## src/rtl/mem_ctrl.sv

```systemverilog
// Byte-serial memory controller that arbitrates instruction fetches and MEM-stage
// loads/stores onto a byte-wide RAM. Define MEM_CTRL_FETCH_BUF_EN for a one-entry fetch buffer.
module mem_ctrl (
  input  logic        clk,
  input  logic        rst,
  input  logic        if_req_i,
  input  logic [31:0] if_addr_i,
  output logic [31:0] if_data_o,
  output logic        if_done_o,
  input  logic        mem_req_i,
  input  logic        mem_we_i,
  input  logic [1:0]  mem_len_i,
  input  logic [31:0] mem_addr_i,
  input  logic [31:0] mem_wdata_i,
  output logic [31:0] mem_rdata_o,
  output logic        mem_done_o,
  output logic        stall_if_o,
  output logic        stall_mem_o,
  output logic [31:0] ram_addr_o,
  output logic [7:0]  ram_dout_o,
  output logic        ram_wr_o,
  input  logic [7:0]  ram_din_i
);

  typedef enum logic [2:0] {
    ST_IDLE   = 3'd0,
    ST_IF_RD  = 3'd1,
    ST_MEM_RD = 3'd2,
    ST_MEM_WR = 3'd3,
    ST_DONE   = 3'd4
  } state_t;

  function automatic logic [7:0] f_byte(input logic [31:0] w, input logic [1:0] i);
    logic [7:0] b;
    case (i)
      2'd0:    b = w[7:0];
      2'd1:    b = w[15:8];
      2'd2:    b = w[23:16];
      default: b = w[31:24];
    endcase
    return b;
  endfunction

  function automatic logic [31:0] f_ins(input logic [31:0] w, input logic [1:0] i,
                                        input logic [7:0] b);
    logic [31:0] r;
    r = w;
    case (i)
      2'd0:    r[7:0]   = b;
      2'd1:    r[15:8]  = b;
      2'd2:    r[23:16] = b;
      default: r[31:24] = b;
    endcase
    return r;
  endfunction

  // Index of the final byte; size code 11 behaves as a full word.
  function automatic logic [1:0] f_len_last(input logic [1:0] len);
    logic [1:0] l;
    case (len)
      2'b00:   l = 2'd0;
      2'b01:   l = 2'd1;
      default: l = 2'd3;
    endcase
    return l;
  endfunction

  state_t      r_state, w_state_nxt;
  logic [31:0] r_addr, w_addr_nxt;
  logic [31:0] r_wdata, w_wdata_nxt;
  logic [1:0]  r_last, w_last_nxt;
  logic [1:0]  r_cnt, w_cnt_nxt;
  logic [31:0] r_rbuf, w_rbuf_nxt;
  logic [31:0] r_ram_addr, w_ram_addr_nxt;
  logic [7:0]  r_ram_dout, w_ram_dout_nxt;
  logic        r_ram_wr, w_ram_wr_nxt;
  logic        r_if_done, w_if_done_nxt;
  logic        r_mem_done, w_mem_done_nxt;
  logic [31:0] r_if_data, w_if_data_nxt;
  logic [31:0] r_mem_rdata, w_mem_rdata_nxt;

  logic [1:0]  w_cnt_inc;
  logic [31:0] w_addr_inc;
  logic [31:0] w_rbuf_upd;
  logic        w_at_last;

`ifdef MEM_CTRL_FETCH_BUF_EN
  logic        r_buf_vld, w_buf_vld_nxt;
  logic [31:0] r_buf_tag, w_buf_tag_nxt;
  logic [31:0] r_buf_word, w_buf_word_nxt;
  logic        w_buf_hit;
  assign w_buf_hit = r_buf_vld && (r_buf_tag == if_addr_i);
`endif

  assign w_cnt_inc  = r_cnt + 2'd1;
  assign w_addr_inc = r_addr + {30'd0, w_cnt_inc};
  assign w_rbuf_upd = f_ins(r_rbuf, r_cnt, ram_din_i);
  assign w_at_last  = (r_cnt == r_last);

  assign if_data_o   = r_if_data;
  assign if_done_o   = r_if_done;
  assign mem_rdata_o = r_mem_rdata;
  assign mem_done_o  = r_mem_done;
  assign ram_addr_o  = r_ram_addr;
  assign ram_dout_o  = r_ram_dout;
  assign ram_wr_o    = r_ram_wr;
  assign stall_if_o  = if_req_i & ~r_if_done;
  assign stall_mem_o = mem_req_i & ~r_mem_done;

  // Next-state and next-output logic for the transfer sequencer.
  always_comb begin
    w_state_nxt     = r_state;
    w_addr_nxt      = r_addr;
    w_wdata_nxt     = r_wdata;
    w_last_nxt      = r_last;
    w_cnt_nxt       = r_cnt;
    w_rbuf_nxt      = r_rbuf;
    w_ram_addr_nxt  = r_ram_addr;
    w_ram_dout_nxt  = 8'h00;
    w_ram_wr_nxt    = 1'b0;
    w_if_done_nxt   = 1'b0;
    w_mem_done_nxt  = 1'b0;
    w_if_data_nxt   = r_if_data;
    w_mem_rdata_nxt = r_mem_rdata;
`ifdef MEM_CTRL_FETCH_BUF_EN
    w_buf_vld_nxt   = r_buf_vld;
    w_buf_tag_nxt   = r_buf_tag;
    w_buf_word_nxt  = r_buf_word;
`endif
    case (r_state)
      ST_IDLE: begin
        if (mem_req_i) begin
          w_addr_nxt     = mem_addr_i;
          w_wdata_nxt    = mem_wdata_i;
          w_last_nxt     = f_len_last(mem_len_i);
          w_cnt_nxt      = 2'd0;
          w_rbuf_nxt     = 32'h0000_0000;
          w_ram_addr_nxt = mem_addr_i;
          if (mem_we_i) begin
            w_state_nxt    = ST_MEM_WR;
            w_ram_wr_nxt   = 1'b1;
            w_ram_dout_nxt = mem_wdata_i[7:0];
`ifdef MEM_CTRL_FETCH_BUF_EN
            // A store may alias the buffered instruction word.
            w_buf_vld_nxt  = 1'b0;
`endif
          end else begin
            w_state_nxt = ST_MEM_RD;
          end
        end else if (if_req_i) begin
`ifdef MEM_CTRL_FETCH_BUF_EN
          if (w_buf_hit) begin
            w_state_nxt   = ST_DONE;
            w_if_done_nxt = 1'b1;
            w_if_data_nxt = r_buf_word;
          end else begin
            w_state_nxt    = ST_IF_RD;
            w_addr_nxt     = if_addr_i;
            w_last_nxt     = 2'd3;
            w_cnt_nxt      = 2'd0;
            w_rbuf_nxt     = 32'h0000_0000;
            w_ram_addr_nxt = if_addr_i;
          end
`else
          w_state_nxt    = ST_IF_RD;
          w_addr_nxt     = if_addr_i;
          w_last_nxt     = 2'd3;
          w_cnt_nxt      = 2'd0;
          w_rbuf_nxt     = 32'h0000_0000;
          w_ram_addr_nxt = if_addr_i;
`endif
        end else begin
          w_state_nxt = ST_IDLE;
        end
      end
      ST_IF_RD, ST_MEM_RD: begin
        w_rbuf_nxt = w_rbuf_upd;
        if (w_at_last) begin
          w_state_nxt = ST_DONE;
          if (r_state == ST_IF_RD) begin
            w_if_done_nxt  = 1'b1;
            w_if_data_nxt  = w_rbuf_upd;
`ifdef MEM_CTRL_FETCH_BUF_EN
            w_buf_vld_nxt  = 1'b1;
            w_buf_tag_nxt  = r_addr;
            w_buf_word_nxt = w_rbuf_upd;
`endif
          end else begin
            w_mem_done_nxt  = 1'b1;
            w_mem_rdata_nxt = w_rbuf_upd;
          end
        end else begin
          w_cnt_nxt      = w_cnt_inc;
          w_ram_addr_nxt = w_addr_inc;
        end
      end
      ST_MEM_WR: begin
        if (w_at_last) begin
          w_state_nxt    = ST_DONE;
          w_mem_done_nxt = 1'b1;
        end else begin
          w_cnt_nxt      = w_cnt_inc;
          w_ram_addr_nxt = w_addr_inc;
          w_ram_wr_nxt   = 1'b1;
          w_ram_dout_nxt = f_byte(r_wdata, w_cnt_inc);
        end
      end
      ST_DONE: begin
        w_state_nxt = ST_IDLE;
      end
      default: begin
        w_state_nxt = ST_IDLE;
      end
    endcase
  end

  // State and output registers.
  always_ff @(posedge clk or negedge rst) begin
    if (!rst) begin
      r_state     <= ST_IDLE;
      r_addr      <= 32'h0000_0000;
      r_wdata     <= 32'h0000_0000;
      r_last      <= 2'd0;
      r_cnt       <= 2'd0;
      r_rbuf      <= 32'h0000_0000;
      r_ram_addr  <= 32'h0000_0000;
      r_ram_dout  <= 8'h00;
      r_ram_wr    <= 1'b0;
      r_if_done   <= 1'b0;
      r_mem_done  <= 1'b0;
      r_if_data   <= 32'h0000_0000;
      r_mem_rdata <= 32'h0000_0000;
    end else begin
      r_state     <= w_state_nxt;
      r_addr      <= w_addr_nxt;
      r_wdata     <= w_wdata_nxt;
      r_last      <= w_last_nxt;
      r_cnt       <= w_cnt_nxt;
      r_rbuf      <= w_rbuf_nxt;
      r_ram_addr  <= w_ram_addr_nxt;
      r_ram_dout  <= w_ram_dout_nxt;
      r_ram_wr    <= w_ram_wr_nxt;
      r_if_done   <= w_if_done_nxt;
      r_mem_done  <= w_mem_done_nxt;
      r_if_data   <= w_if_data_nxt;
      r_mem_rdata <= w_mem_rdata_nxt;
    end
  end

`ifdef MEM_CTRL_FETCH_BUF_EN
  // Fetch buffer registers.
  always_ff @(posedge clk or negedge rst) begin
    if (!rst) begin
      r_buf_vld  <= 1'b0;
      r_buf_tag  <= 32'h0000_0000;
      r_buf_word <= 32'h0000_0000;
    end else begin
      r_buf_vld  <= w_buf_vld_nxt;
      r_buf_tag  <= w_buf_tag_nxt;
      r_buf_word <= w_buf_word_nxt;
    end
  end
`endif

endmodule

```

## config.mk

```make
export PLATFORM = sky130hd
export DESIGN_NAME = mem_ctrl
export DESIGN_NICKNAME = d
export VERILOG_FILES = /design/src/rtl/mem_ctrl.sv
export SDC_FILE = /design/constraint.sdc
export NUM_CORES = 1
export LEC_CHECK = 0
export BUFFER_PORTS_ARGS = -buffer_cell sky130_fd_sc_hd__buf_2
export CORE_MARGIN = 4
export CORE_UTILIZATION = 40
export CTS_BUF_LIST = sky130_fd_sc_hd__clkbuf_8
export CTS_CLUSTER_SIZE = 20
export DETAILED_ROUTE_END_ITERATION = 10
export PLACE_DENSITY_LB_ADDON = 0.2
export SLEW_MARGIN = 5
export SYNTH_ARGS = -nofsm -noshare
export SYNTH_HDL_FRONTEND = slang
export SYNTH_SLANG_ARGS = --single-unit
```

## constraint.sdc

```tcl
create_clock -name clk -period 3.58 [get_ports clk]
set_input_delay 0.716 -clock clk [delete_from_list [all_inputs] [get_ports clk]]
set_output_delay 0.716 -clock clk [all_outputs]
set_load 0.02 [all_outputs]
```

==> impl_metrics.ini, run 1 <==
[synth]
ys_types = 59
synth.top_cell.area_share_pct = 55.4
synth_enable_flop_cells = 0
ys.flop_type = dfrtp_1
yosys_warnings = 0
async_flop_share_pct = 100
synth-seq-cells = 210
avgSynthCellArea_um2 = 10.3
synth_area_leaders = dfrtp_1 55%, nand2_1 7.6%, mux2i_1 7.0%
synth_area_leader_cell = dfrtp_1
syn-num-nets = 1043
netlist_area_mm2 = 0.00949
ys_seq_area_share_pct = 55.4
netlist_instances = 922

[clock_network]
clock-sinks = 210
cts_hold_buf = 0
htree_levels = 2
cts_tree = built
clkTransAtPathRegs_ps = 60
cts_root_buffer = clkbuf_8
cts_resized = 0
cts_buffers = 37
insertion_delay_ps = 520
clockBufferDepth = 3
post_cts_buffers = 0

[detailed_routing]
drt-total-wl_um = 24800
antenna_left = 0
first_iter_violations = 388
post-route-drc-count = 0
detail_route.first_pass.iterations = 5
via_count = 7338
wl_per_cell_um = 16.8
via_per_inst = 4.99

[floorplanning]
die-width_um = 162
start_util_pct = 40.6
io_pins = 220
fp.dieH_um = 162
coreArea_mm2 = 0.0234
fp.dieArea_mm2 = 0.0263
num_rows = 56

[grt]
grt_max_degree = 94
antenna_found_initial = 1
grt_pass1_vias = 7310
grt_overflow_total = 0
grt_first_pass_wirelength_um = 40000
grt.total_usage_pct = 18.9

[cells_and_area]
fillers = 2305
diodes = 0
nNetsFinal = 1249
stdcell_area_mm2 = 0.0115
drive_above_1_share_pct = 26.9
area_growth_pct = 21.4

[worst_setup_path]
reg2regPathDepth = 8
startpoint_type = flip-flop
timing.rr.end = ram_addr_o[22]
crit_type = flip-flop to flip-flop
cp.arrival_ps = 3310
critPathRequiredTime_ps = 3980
worst_setup_path_end_kind = flip-flop
r2r_start = r_cnt[0]
rrSetupSlack_ps = 670
critPathMaxFanout = 12

[timing]
fin_skew_ps = 15.3
totalNegativeSetupSlack_ps = 0
hold_viol_final = 0
fin_crit_sh_pct = 81.2
max_slew_margin_pct = 26.4
hold_slack_ps = 226
fmax_ghz = 0.344
setup_viol = 0
fin_crit_ps = 2910
rsz0062_at_grt = false
slew_violations = 0
worst_pin_slew_ps = 1100

[place]
port_buffers = 219
place_congestion = 0.778
dpl.hpwl_um = 17000
placed_area_mm2 = 0.0108

[pwr]
power_w = 0.0113
p_leak_nw = 5.60
power-per-cell-area_mw_per_mm2 = 980
ir_drop_mv = 0.374

[status]
outcome = finished clean

[hold_path]
hold_path.class = primary input to async pin

[run]
drv_cap = 0
-- power by group --
| group | internal (W) | total (W) | switching (W) |
|---|---|---|---|
| combinational | 0.00182 | 0.00491 | 0.00310 |
| clock | 0.00120 | 0.00216 | 0.000963 |
| sequential | 0.00347 | 0.00421 | 0.000741 |
| total | 0.00649 | 0.0113 | 0.00480 |
-- synthesized netlist by cell type (all sizes together), types with 2 or more instances --
cell type / instances
and4: 4
dfrtp: 210
or3: 2
and2: 7
nor2: 52
nand3: 11
inv: 7
clkbuf: 24
xor2: 19
and3: 7
o21ai: 87
a21oi: 58
nand2: 194
o22ai: 3
a21o: 3
nand4: 14
o221ai: 2
a32o: 4
mux2i: 66
nand2b: 2
a22o: 38
nor3: 6
nor2b: 3
a222oi: 8
buf: 42
xnor2: 10
ha: 9
o21a: 16
-- cell families (layout without fill, tap and decap cells) --
logic type	after synthesis	in the layout	synth area share, %
flip-flops	210	210	55.4
XOR/XNOR	29	29	2.83
AO/OA/AOI/OAI	229	229	15.4
buffers and inverters	73	303	3.65
AND/OR/NAND/NOR	304	304	14.3
adder cells (fa/ha/maj)	10	10	1.40
multiplexers	67	67	7.08
-- per-layer routing --
layer / vias up / global-route usage [%] / part of all wire [%]
li1: 3610 / - / -
met1: 3490 / 27.0 / 47
met2: 200 / 29.4 / 46
met3: 36 / 4.31 / 5.7
met4: 2 / 4.54 / 1.6
met5: - / 0 / 0.081
-- flip-flops by register name, summed over array words and instances, names as in the netlist --
| register | cells |
|---|---|
| r_rbuf | 32 |
| ram_addr_o | 32 |
| r_addr | 32 |
| ram_dout_o | 8 |
| r_state | 3 |
| r_last | 2 |
| if_done_o | 1 |
| if_data_o | 32 |
| mem_rdata_o | 32 |
| ram_wr_o | 1 |
| r_cnt | 2 |
| r_wdata | 32 |
| mem_done_o | 1 |
-- area by class of cell --
cell class	count	area [um2]	share of cell area [%]
flip-flops and latches	210	5260	45.6
multi-input cells	639	3900	33.8
repair buffers	233	1220	10.6
clock buffers	45	619	5.38
well taps	319	399	3.46
clock inverters	18	101	0.880
inverters	7	26.3	0.228
-- placed cells by master (no fill, tap or decap), drive strengths merged, types with 10 or more instances in the layout --
cell	count
buf	232
dfrtp	210
nand2	194
o21ai	87
mux2i	66
a21oi	58
nor2	52
clkbuf	46
a22o	38
inv	20
xor2	19
o21a	16
nand4	14
nand3	11
xnor2	10
-- critical path, stage by stage, from the launching register on --
cell and delay, ps:
dfrtp_1 520, inv_1 170, ha_1 370, fa_1 270
nand3_1 120, nor2_1 740, and3_1 290, nand3_1 80
a32o_1 250
-- per-stage QoR --
stage	worst slack (ps)	util (%)	instances
floorplan	1240	-	922
global placement	756	46.1	1408
detailed placement	649	46.1	1408
CTS	637	49.2	1471
global route	405	49.2	1471
finish	674	49.2	1471
-- worst max path at each step --
| stage | startpoint | endpoint | slack [ps] | cells past startpoint |
|---|---|---|---|---|
| 3_5_place_dp | r_cnt[0] | ram_addr_o[22] | 650 | 8 |
| 2_1_floorplan | r_cnt[0] | ram_addr_o[22] | 1240 | 8 |
| 6_report | r_cnt[0] | ram_addr_o[22] | 670 | 8 |
| 4_1_cts | r_cnt[0] | ram_addr_o[22] | 640 | 8 |
| 3_3_place_gp | r_cnt[0] | ram_addr_o[22] | 760 | 8 |
| 5_1_grt | r_cnt[0] | ram_addr_o[26] | 400 | 8 |
(Power assumes the default switching activity.)
==> run 2: changes to the inputs <==
==> constraint.sdc (replaced) <==
create_clock -name clk -period 2.56 [get_ports clk]
set_input_delay 0.512 -clock clk [delete_from_list [all_inputs] [get_ports clk]]
set_output_delay 0.512 -clock clk [all_outputs]
set_load 0.02 [all_outputs]
==> run 2 against run 1 <==
Critical path depth stayed put. Non-clock buffer count rose by 13. Final cell count up 0.95%. Clock-buffer cell count up 3. Fmax is 27% higher. Via count rose by 2.9%. Sequential power increased by 39%. Global-route usage is 0.058 points lower. Critical path type unchanged. Clock skew rose by 8.7 ps. Flip-flop and latch count unchanged. Setup slack got worse by 400 ps. Highest routed layer unchanged.
==> impl_metrics.ini, run 2 (synthesized netlist as in run 1, its figures left out) <==
[timing]
totalNegativeSetupSlack_ps = 0
setup_viol = 0
slew_violations = 0
fmax_ghz = 0.437
fin_crit_ps = 2290
rsz0062_at_grt = false
fin_crit_sh_pct = 89.5
max_slew_margin_pct = 54.9
hold_viol_final = 0
worst_pin_slew_ps = 658
fin_skew_ps = 24.0

[pwr]
combPwrFrac_pct = 44.3
ir_drop_mv = 0.595
power_frac_clock_pct = 18.9
swShare_pct = 42.5
internal-power_w = 0.00916
switchingPower_w = 0.00677
power-per-cell-area_mw_per_mm2 = 1370
p_leak_nw = 5.68
pwr-share-seq_pct = 36.8

[cells_and_area]
fin_util_pct = 49.8
area_growth_pct = 22.9
drive_above_1_share_pct = 27.8
nNetsFinal = 1262
final_cell_mix = 218 x buf_2, 210 x dfrtp_1, 192 x nand2_1, 66 x mux2i_1, 57 x a21oi_1
layout.cells.most_common = buf_2
diodes = 0

[clock_network]
clkTransAtPathRegs_ps = 60
htree_levels = 2
insertion_delay_ps = 520
clock-sinks = 210
cts_tree = built
cts_root_buffer = clkbuf_8
clockBufferDepth = 3
cts_resized = 0
cts_buffers = 37

[grt]
antenna_found_initial = 1
grt_max_degree = 66
grt_overflow_total = 0
grt.total_usage_pct = 18.8
grt_first_pass_wirelength_um = 39900
grt_pass1_vias = 7358

[hold_path]
holdPathEnd = r_wdata[31]
hp-start = mem_wdata_i[31]
hold_depth = 3
hold_path.class = primary input to flip-flop

[worst_setup_path]
critPathRequiredTime_ps = 2960
worst_setup_path_end_kind = flip-flop
timing.rr.end = ram_addr_o[22]
reg2regPathDepth = 8
critPathMaxFanout = 5
crit_type = flip-flop to flip-flop
cp.arrival_ps = 2690
rrSetupSlack_ps = 270
startpoint_type = flip-flop
r2r_start = r_cnt[1]

[detailed_routing]
drt-total-wl_um = 25000
via_count = 7550
post-route-drc-count = 0
wl_per_cell_um = 16.9
antenna_left = 0
first_iter_violations = 439
detail_route.first_pass.iterations = 7
via_per_inst = 5.08

[place]
port_buffers = 219
place_congestion = 0.771
dpl.hpwl_um = 17300

[run]
drv_cap = 0

[floorplanning]
coreArea_mm2 = 0.0234
start_util_pct = 40.6
num_rows = 56
fp.dieArea_mm2 = 0.0263
fp.dieH_um = 162
io_pins = 220
die-width_um = 162

[status]
outcome = finished clean
-- run 2: cell count changes in the layout (fill, tap and decap cells not counted), sizes merged --
cell,change
buf,+12
clkbuf,+3
bufinv,-1
dlygate4sd3,+1
inv,-1
-- run 2: metal layers --
metal | routed length (um) | up-vias | global-route usage, % | share of wire [%]
met1 | 11500 | 3671 | 26.5 | 46
met2 | 11600 | 212 | 29.7 | 46
met5 | 13 | - | 0 | 0.052
met4 | 242 | 2 | 3.81 | 0.97
li1 | - | 3641 | - | -
met3 | 1670 | 24 | 4.95 | 6.7
-- run 2: worst max path at each step --
stage | from | slack [ps] | end | depth (start not counted)
final | r_cnt[1] | 270 | ram_addr_o[22] | 8
after global placement | r_cnt[1] | 250 | ram_addr_o[25] | 9
after CTS | r_cnt[1] | 130 | ram_addr_o[25] | 9
after global routing | r_cnt[1] | 100 | ram_addr_o[22] | 8
after floorplan | r_cnt[0] | 220 | ram_addr_o[22] | 8
after detailed placement | r_cnt[1] | 150 | ram_addr_o[25] | 9
-- run 2: power by group through the flow --
stage / sequential (W) / clock, W / combinational [W]
4_1_cts: 0.00586 / 0.00312 / 0.00715
6_report: 0.00586 / 0.00302 / 0.00705
3_5_place_dp: 0.00590 / 0 / 0.00714
5_1_grt: 0.00607 / 0.00328 / 0.00786
2_1_floorplan: 0.00664 / 0 / 0.00408
3_3_place_gp: 0.00590 / 0 / 0.00699
-- run 2: metrics by stage --
| stage | instances | cell area (um2) | hold WS (ps) | total power, W | setup WS [ps] |
|---|---|---|---|---|---|
| finish | 1485 | 11700 | 202 | 0.0159 | 270 |
| global route | 1485 | 11700 | 191 | 0.0172 | 104 |
| CTS | 1484 | 11600 | 171 | 0.0161 | 133 |
| detailed placement | 1419 | 10900 | 462 | 0.0130 | 148 |
| global placement | 1419 | 10900 | 458 | 0.0129 | 249 |
| floorplan | 922 | 9490 | 216 | 0.0107 | 217 |
-- run 2: final cells by class --
type / instances / area [um2]
Timing Repair Buffer: 246 / 1360
Fill cell: 2252 / 11700
Multi-Input combinational cell: 639 / 3900
Clock buffer: 48 / 661
Tap cell: 319 / 399
Sequential cell: 210 / 5260
Clock inverter: 16 / 67.6
Inverter: 7 / 26.3
-- run 2: repair_timing --
item,in CTS,in global routing
setup buffers,0,1
endpoints found under the hold margin,53,0
endpoints found under the setup margin,0,4
hold buffers,1,0
-- run 2: critical path, stage by stage, from the launching register on --
cell	delay, ps
dfrtp_1	380
inv_1	150
ha_1	300
fa_1	480
nand3_1	120
nor2_1	60
and3_1	170
or3_1	300
a32o_1	220
